[src/rtl/addsub_arbiter.sv]
// rtl/addsub_arbiter.sv - round-robin arbiter sharing one pipelined add/sub unit between two requesters
// Each requester holds at most one operation; results return through a LAT-deep tag pipeline.
module addsub_arbiter #(
    parameter int N   = 8,
    parameter int LAT = 2
) (
    input  logic         clk,
    input  logic         rst,
    input  logic         req0_valid,
    output logic         req0_ready,
    input  logic [N-1:0] req0_a,
    input  logic [N-1:0] req0_b,
    input  logic         req0_sub,
    output logic         rsp0_valid,
    input  logic         rsp0_ready,
    output logic [N-1:0] rsp0_sum,
    output logic         rsp0_cout,
    input  logic         req1_valid,
    output logic         req1_ready,
    input  logic [N-1:0] req1_a,
    input  logic [N-1:0] req1_b,
    input  logic         req1_sub,
    output logic         rsp1_valid,
    input  logic         rsp1_ready,
    output logic [N-1:0] rsp1_sum,
    output logic         rsp1_cout,
    output logic [N-1:0] u_a,
    output logic [N-1:0] u_b,
    output logic         u_cin,
    input  logic [N-1:0] u_sum,
    input  logic         u_cout
);
    typedef enum logic [1:0] {IDLE, INFLIGHT, DONE} state_t;

    state_t         state0, state1;
    logic           last_grant;
    logic           elig0, elig1, grant0, grant1;
    logic           exit0, exit1;
    logic [LAT-1:0] tag_valid, tag_id, tag_cout;
    logic [N-1:0]   res0_sum, res1_sum;
    logic           res0_cout, res1_cout;

    always_comb begin
        elig0  = !rst && req0_valid && (state0 == IDLE);
        elig1  = !rst && req1_valid && (state1 == IDLE);
        // last_grant=1 means req1 went last, so req0 takes a tie.
        grant0 = elig0 && (!elig1 || last_grant);
        grant1 = elig1 && !grant0;
        exit0  = tag_valid[LAT-1] && !tag_id[LAT-1];
        exit1  = tag_valid[LAT-1] &&  tag_id[LAT-1];
        u_a    = '0;
        u_b    = '0;
        u_cin  = 1'b0;
        if (grant0) begin
            u_a   = req0_a;
            u_b   = req0_b;
            u_cin = req0_sub;
        end else if (grant1) begin
            u_a   = req1_a;
            u_b   = req1_b;
            u_cin = req1_sub;
        end
    end

    assign req0_ready = grant0;
    assign req1_ready = grant1;
    assign rsp0_valid = !rst && (state0 == DONE);
    assign rsp1_valid = !rst && (state1 == DONE);
    assign rsp0_sum   = rst ? '0 : res0_sum;
    assign rsp1_sum   = rst ? '0 : res1_sum;
    assign rsp0_cout  = !rst && res0_cout;
    assign rsp1_cout  = !rst && res1_cout;

    always_ff @(posedge clk) begin
        if (rst) begin
            state0     <= IDLE;
            state1     <= IDLE;
            last_grant <= 1'b1;
            tag_valid  <= '0;
            tag_id     <= '0;
            tag_cout   <= '0;
            res0_sum   <= '0;
            res1_sum   <= '0;
            res0_cout  <= 1'b0;
            res1_cout  <= 1'b0;
        end else begin
            if (grant0 || grant1) begin
                last_grant <= grant1;
            end
            // The unit does not pipeline its carry, so it rides along with the tag.
            tag_valid[0] <= grant0 || grant1;
            tag_id[0]    <= grant1;
            tag_cout[0]  <= u_cout;
            for (int i = 1; i < LAT; i++) begin
                tag_valid[i] <= tag_valid[i-1];
                tag_id[i]    <= tag_id[i-1];
                tag_cout[i]  <= tag_cout[i-1];
            end

            case (state0)
                IDLE:     if (grant0) state0 <= INFLIGHT;
                INFLIGHT: if (exit0) begin
                    state0    <= DONE;
                    res0_sum  <= u_sum;
                    res0_cout <= tag_cout[LAT-1];
                end
                DONE:     if (rsp0_ready) state0 <= IDLE;
                default:  state0 <= IDLE;
            endcase

            case (state1)
                IDLE:     if (grant1) state1 <= INFLIGHT;
                INFLIGHT: if (exit1) begin
                    state1    <= DONE;
                    res1_sum  <= u_sum;
                    res1_cout <= tag_cout[LAT-1];
                end
                DONE:     if (rsp1_ready) state1 <= IDLE;
                default:  state1 <= IDLE;
            endcase
        end
    end
endmodule

[config.mk]
export PLATFORM = sky130hd
export DESIGN_NAME = addsub_arbiter
export DESIGN_NICKNAME = d
export VERILOG_FILES = /design/src/rtl/addsub_arbiter.sv
export SDC_FILE = /design/constraint.sdc
export NUM_CORES = 1
export LEC_CHECK = 0
export ABC_CLOCK_PERIOD_IN_PS = 2500
export CAP_MARGIN = 25
export CORE_MARGIN = 8
export CORE_UTILIZATION = 39
export DETAILED_ROUTE_END_ITERATION = 8
export PLACE_DENSITY = 0.85
export SKIP_LAST_GASP = 1
export SYNTH_ARGS = -nofsm -noshare
export SYNTH_HDL_FRONTEND = slang
export SYNTH_SLANG_ARGS = --single-unit
[constraint.sdc]
create_clock -name clk -period 2.5 [get_ports clk]
set_input_delay 0.375 -clock clk [delete_from_list [all_inputs] [get_ports clk]]
set_output_delay 0.375 -clock clk [all_outputs]
set_load 0.01 [all_outputs]
# Yosys cells after proc, flatten, opt, wreduce, memory -nomap -nowiden
# Index checks and enable logic that the tools add are counted.
totals:
  regBits: 29
  input_bits: 49
  output_inout_bits: 39
  elab_cells: 60
classes:
  n_eq_ne: 10
  mux: 16
  n_reduce_logical: 24
ops:
  columns: ["cell", "n"]
  rows:
  - ["$mux W8", 6]
  - ["$logic_and A1 B1 Y1", 12]
  - ["$mux W2", 6]
  - ["$ne A2 B2 Y1 const B", 6]
  - ["$pmux W2 S3", 2]
  - ["$reduce_and A3 Y1", 2]
  - ["$eq A2 B1 Y1 const B", 2]
  - ["$eq A2 B2 Y1 const B", 2]
  - ["$logic_not A1 Y1", 4]
  - ["$logic_not A2 Y1", 2]
  - ["$reduce_and A2 Y1", 2]
  - ["$logic_or A1 B1 Y1", 2]
  - ["$mux W1", 2]

# Depth between registers and ports, before layout
logic_depth:
  ltp_word: 10
  mapped_depth: 5
  depth_no_buf: 3

# Worst setup path after synthesis
# No wires, ideal clock.
synth_path:
  kind: "register to output"
  start: "register state1[0]"
  end: "output u_a[0]"
  t_arrival_ns: 1.445
  t_required_ns: 2.125
  setup_slack_ns: 0.680
  path_stages_with_launch: 6
  path_buffers: 2
  cell_sequence: "dfxtp_1 -> buf_6 -> or4b_4 -> nor2_8 -> buf_8 -> a22o_2"
synth_via:
  elab_chain_cells: 9
synth_lines:
  columns: ["item", "line", "rtl"]
  rows:
  - ["start, declared", "35", "state_t state0, state1;"]
  - ["start signal, assigned", "77", "state1 <= IDLE;"]
  - ["start signal, assigned", "112", "IDLE: if (grant1) state1 <= INFLIGHT;"]
  - ["start signal, assigned", "114", "state1 <= DONE;"]
  - ["$logic_not A2 Y1 (*)", "45", "elig1 = !rst && req1_valid && (state1 == IDLE);"]
  - ["$logic_and A1 B1 Y1 (*)", "45", null]
  - ["$logic_not A1 Y1", "47", "grant0 = elig0 && (!elig1 || last_grant);"]
  - ["$logic_or A1 B1 Y1", "47", null]
  - ["$logic_and A1 B1 Y1", "47", null]
  - ["$logic_not A1 Y1", "48", "grant1 = elig1 && !grant0;"]
  - ["$logic_and A1 B1 Y1 (*)", "48", null]
  - ["via req1_ready", "19", "output logic req1_ready,"]
  - ["$mux W8 (*)", "58", "end else if (grant1) begin"]
  - ["$mux W8 (*)", "54", "if (grant0) begin"]
  - ["end, declared", "27", "output logic [N-1:0] u_a,"]
# Mark *: on every way through the listed nets, which the timed path passes. The rest lies on a longest branch.

# Final worst setup path
layout_path:
  start: "register state1[1]"
  end: "output u_b[6]"
layout_via:
  elab_chain_cells: 9
layout_lines:
  columns: ["item", "line", "rtl"]
  rows:
  - ["$logic_not A2 Y1 (*)", "45", null]
  - ["$logic_and A1 B1 Y1 (*)", "45", null]
  - ["$logic_not A1 Y1", "47", null]
  - ["$logic_or A1 B1 Y1", "47", null]
  - ["$logic_and A1 B1 Y1", "47", null]
  - ["$logic_not A1 Y1", "48", null]
  - ["$logic_and A1 B1 Y1", "48", null]
  - ["$mux W8", "58", null]
  - ["$mux W8 (*)", "54", null]
  - ["end, declared", "28", "output logic [N-1:0] u_b,"]
# Mark *: on every way between the ends. The rest lies on a longest branch, timed or not.

==> results.cfg <==
[outcome]
outcome = finished, final reports clean

[global_route]
top_usage_layer = met2
use_met2_pct = 29.4
track_usage_pct = 16.8
use_met1_pct = 19.0
grt_pass1_wl_um = 8030
gr-total-overflow = 0
antenna_found_initial = 0
grt_pass1_vias = 1569
grt_max_degree = 27
grt_use_met3_pct = 4.13

[cts]
cts.path.max_buffers = 2
clock_sinks = 29
clk_pin_slew_ps = 90
cts_buffers = 5
cts_max_level = 2
root_buffer = clkbuf_4
tritoncts = yes
cts_hold_buf = 0
clk_latency_ps = 320

[route]
drt_iter0_markers = 84
drc = 0
antenna_left = 0
wirelength_um = 5280
drt_first_pass_iters = 4
vias = 1583
vias_per_cell = 4.99
avgRoutedWirePerCell_um = 16.7

[critical_path]
cp.required_ps = 2120
worstSetupEndpointType = output pin
rr_worst_depth = 5
ff2ff_setup_slack_ps = 940
startpoint_type = flip-flop
arrival_ps = 2070
worstPathMaxFanout = 4
crit_type = reg2out

[sta]
slew_headroom_pct = 68.7
finalSetupViolCount = 0
fin_skew_ps = 7.37
finalMaxSlewViolations = 0
rsz0062_at_grt = yes
period_needed_ps = 2450
hold_viol = 0
worstMarginPinSlew_ps = 468
setup_slack_ps = 51.9
fmax_mhz = 408
post-route-period-util_pct = 97.9

[floorplanning]
core_region_area_um2 = 3390
die_h_um = 75.9
row_count = 21
start_util_pct = 41.3
ios = 88
chipWidth_um = 75.9
dieArea_um2 = 5770

[final_layout]
final_cell_area_um2 = 2590
layout_commonest_cell = clkdlybuf4s50_1
antenna_cells = 0
area_delta_synth_final_pct = 84.6
nets = 320
drive_above_1_share_pct = 19.9
fill_cells = 228
final_cells = 317
final_util_pct = 76.3
final_cell_mix = 67 x clkdlybuf4s50_1, 37 x nand2_1, 28 x dfxtp_1, 23 x nor2b_1, 22 x buf_4

[power]
peakVddDrop_mv = 0.494
power_density_nw_per_um2 = 410
p_leak_nw = 1.14

[synth]
avgSynthCellArea_um2 = 8.76
synthesis.nets = 209
seq_area_frac_synth_pct = 41.4
ys_ff_latch = 29
synth_warnings = 0
synth_area_leader_cell = dfxtp_1
synth_cell_types = 31
synth_top_area_share_pct = 41.4
syn_inst = 160
yosys-top-cells-area = dfxtp_1 41%, nor2b_1 10%, nand2_1 9.9%
syn-cell-area_um2 = 1400

[run]
cap_violations = 0

[placement]
place_area_um2 = 2360
dp_hpwl_um = 3540
gp_congestion = 0.760
post-place-ws_ps = -263
numPortBuffers = 87
dp.cells = 293

[min_path]
hold_depth = 1
hold_path_class = reg2reg
[kinds of logic after synthesis]
kind of cell	count (synthesis)	share of synthesized area [%]
flip-flops	29	41.4
AND/OR/NAND/NOR	78	32.6
AO/OA/AOI/OAI	41	21.2
buffers and inverters	12	4.82
[cell type report]
class	count	area (um^2)	area share [%]
Inverter	1	3.75	0.145
Multi-Input combinational cell	122	800	30.9
Clock buffer	7	55.1	2.13
Timing Repair Buffer	112	1090	42.1
Tap cell	46	57.6	2.22
Sequential cell	29	582	22.5
[where the power goes]
part	switching (mW)	leakage, nW	internal (mW)
Clock	0.147	0.0314	0.133
Sequential	0.0118	0.236	0.477
Combinational	0.112	0.877	0.182
Total	0.270	1.14	0.791
[registers in the layout, indices dropped and copies added, names as in the netlist]
| name | cells |
|---|---|
| res1_cout | 1 |
| tag_valid | 2 |
| state1 | 2 |
| tag_cout | 2 |
| res0_cout | 1 |
| res1_sum | 8 |
| last_grant | 1 |
| tag_id | 2 |
| state0 | 2 |
| res0_sum | 8 |
[layer usage]
layer	routed length (um)	up-vias
met5	0	-
met4	142	0
met3	259	11
met2	2670	60
met1	2210	729
li1	-	783
[cells in the mapped netlist]
cell / number
clkbuf_1: 7
and4b_1: 1
nand4bb_1: 1
a21oi_1: 19
inv_1: 1
or4b_4: 1
nor4_2: 1
nor3b_1: 3
nand2b_1: 2
o2bb2ai_1: 2
nor3_1: 1
nor4b_1: 1
nand4b_1: 1
buf_4: 1
buf_8: 1
o21bai_1: 1
a22o_2: 9
nor2b_1: 23
dfxtp_1: 29
nand2b_4: 1
buf_1: 1
a22o_1: 8
nor4bb_1: 1
or3b_2: 1
nand2_1: 37
o31ai_1: 1
nor2_8: 1
buf_6: 1
and4bb_2: 1
nor2_1: 1
a2bb2oi_1: 1
[path summary, 6_finish.rpt]
path,startpoint,endpoint
setup / recovery,state1[1]$_SDFFE_PP0P_,u_b[6]
hold / removal,tag_valid[0]$_SDFF_PP0_,tag_valid[1]$_SDFF_PP0_
setup reg to reg,state1[1]$_SDFFE_PP0P_,last_grant$_SDFFE_PP1P_
hold reg to reg,tag_valid[0]$_SDFF_PP0_,tag_valid[1]$_SDFF_PP0_
[worst max-delay path, cell delays in order, from the launching register on]
cell and delay [ps]:
dfxtp_2 350, or4b_4 610, buf_4 180, nor2_4 100, buf_4 120, buf_4 90, a22o_2 130, dlymetal6s2s_1 180
[stage by stage]
stage	power, mW	hold slack [ps]	TNS [ps]
final	1.06	440	0
after global routing	1.11	463	-88.9
after CTS	1.05	448	-1840
after detailed placement	0.761	425	-4320
after global placement	0.756	416	-3800
after floorplan	0.604	414	0
[timing repair]
item	in CTS	in global routing
buffers inserted	7	7
setup endpoints to repair	28	28
pin swaps	2	4
gates cloned	2	1
gates resized for setup	12	22
Power figures use the tool's default switching activity.
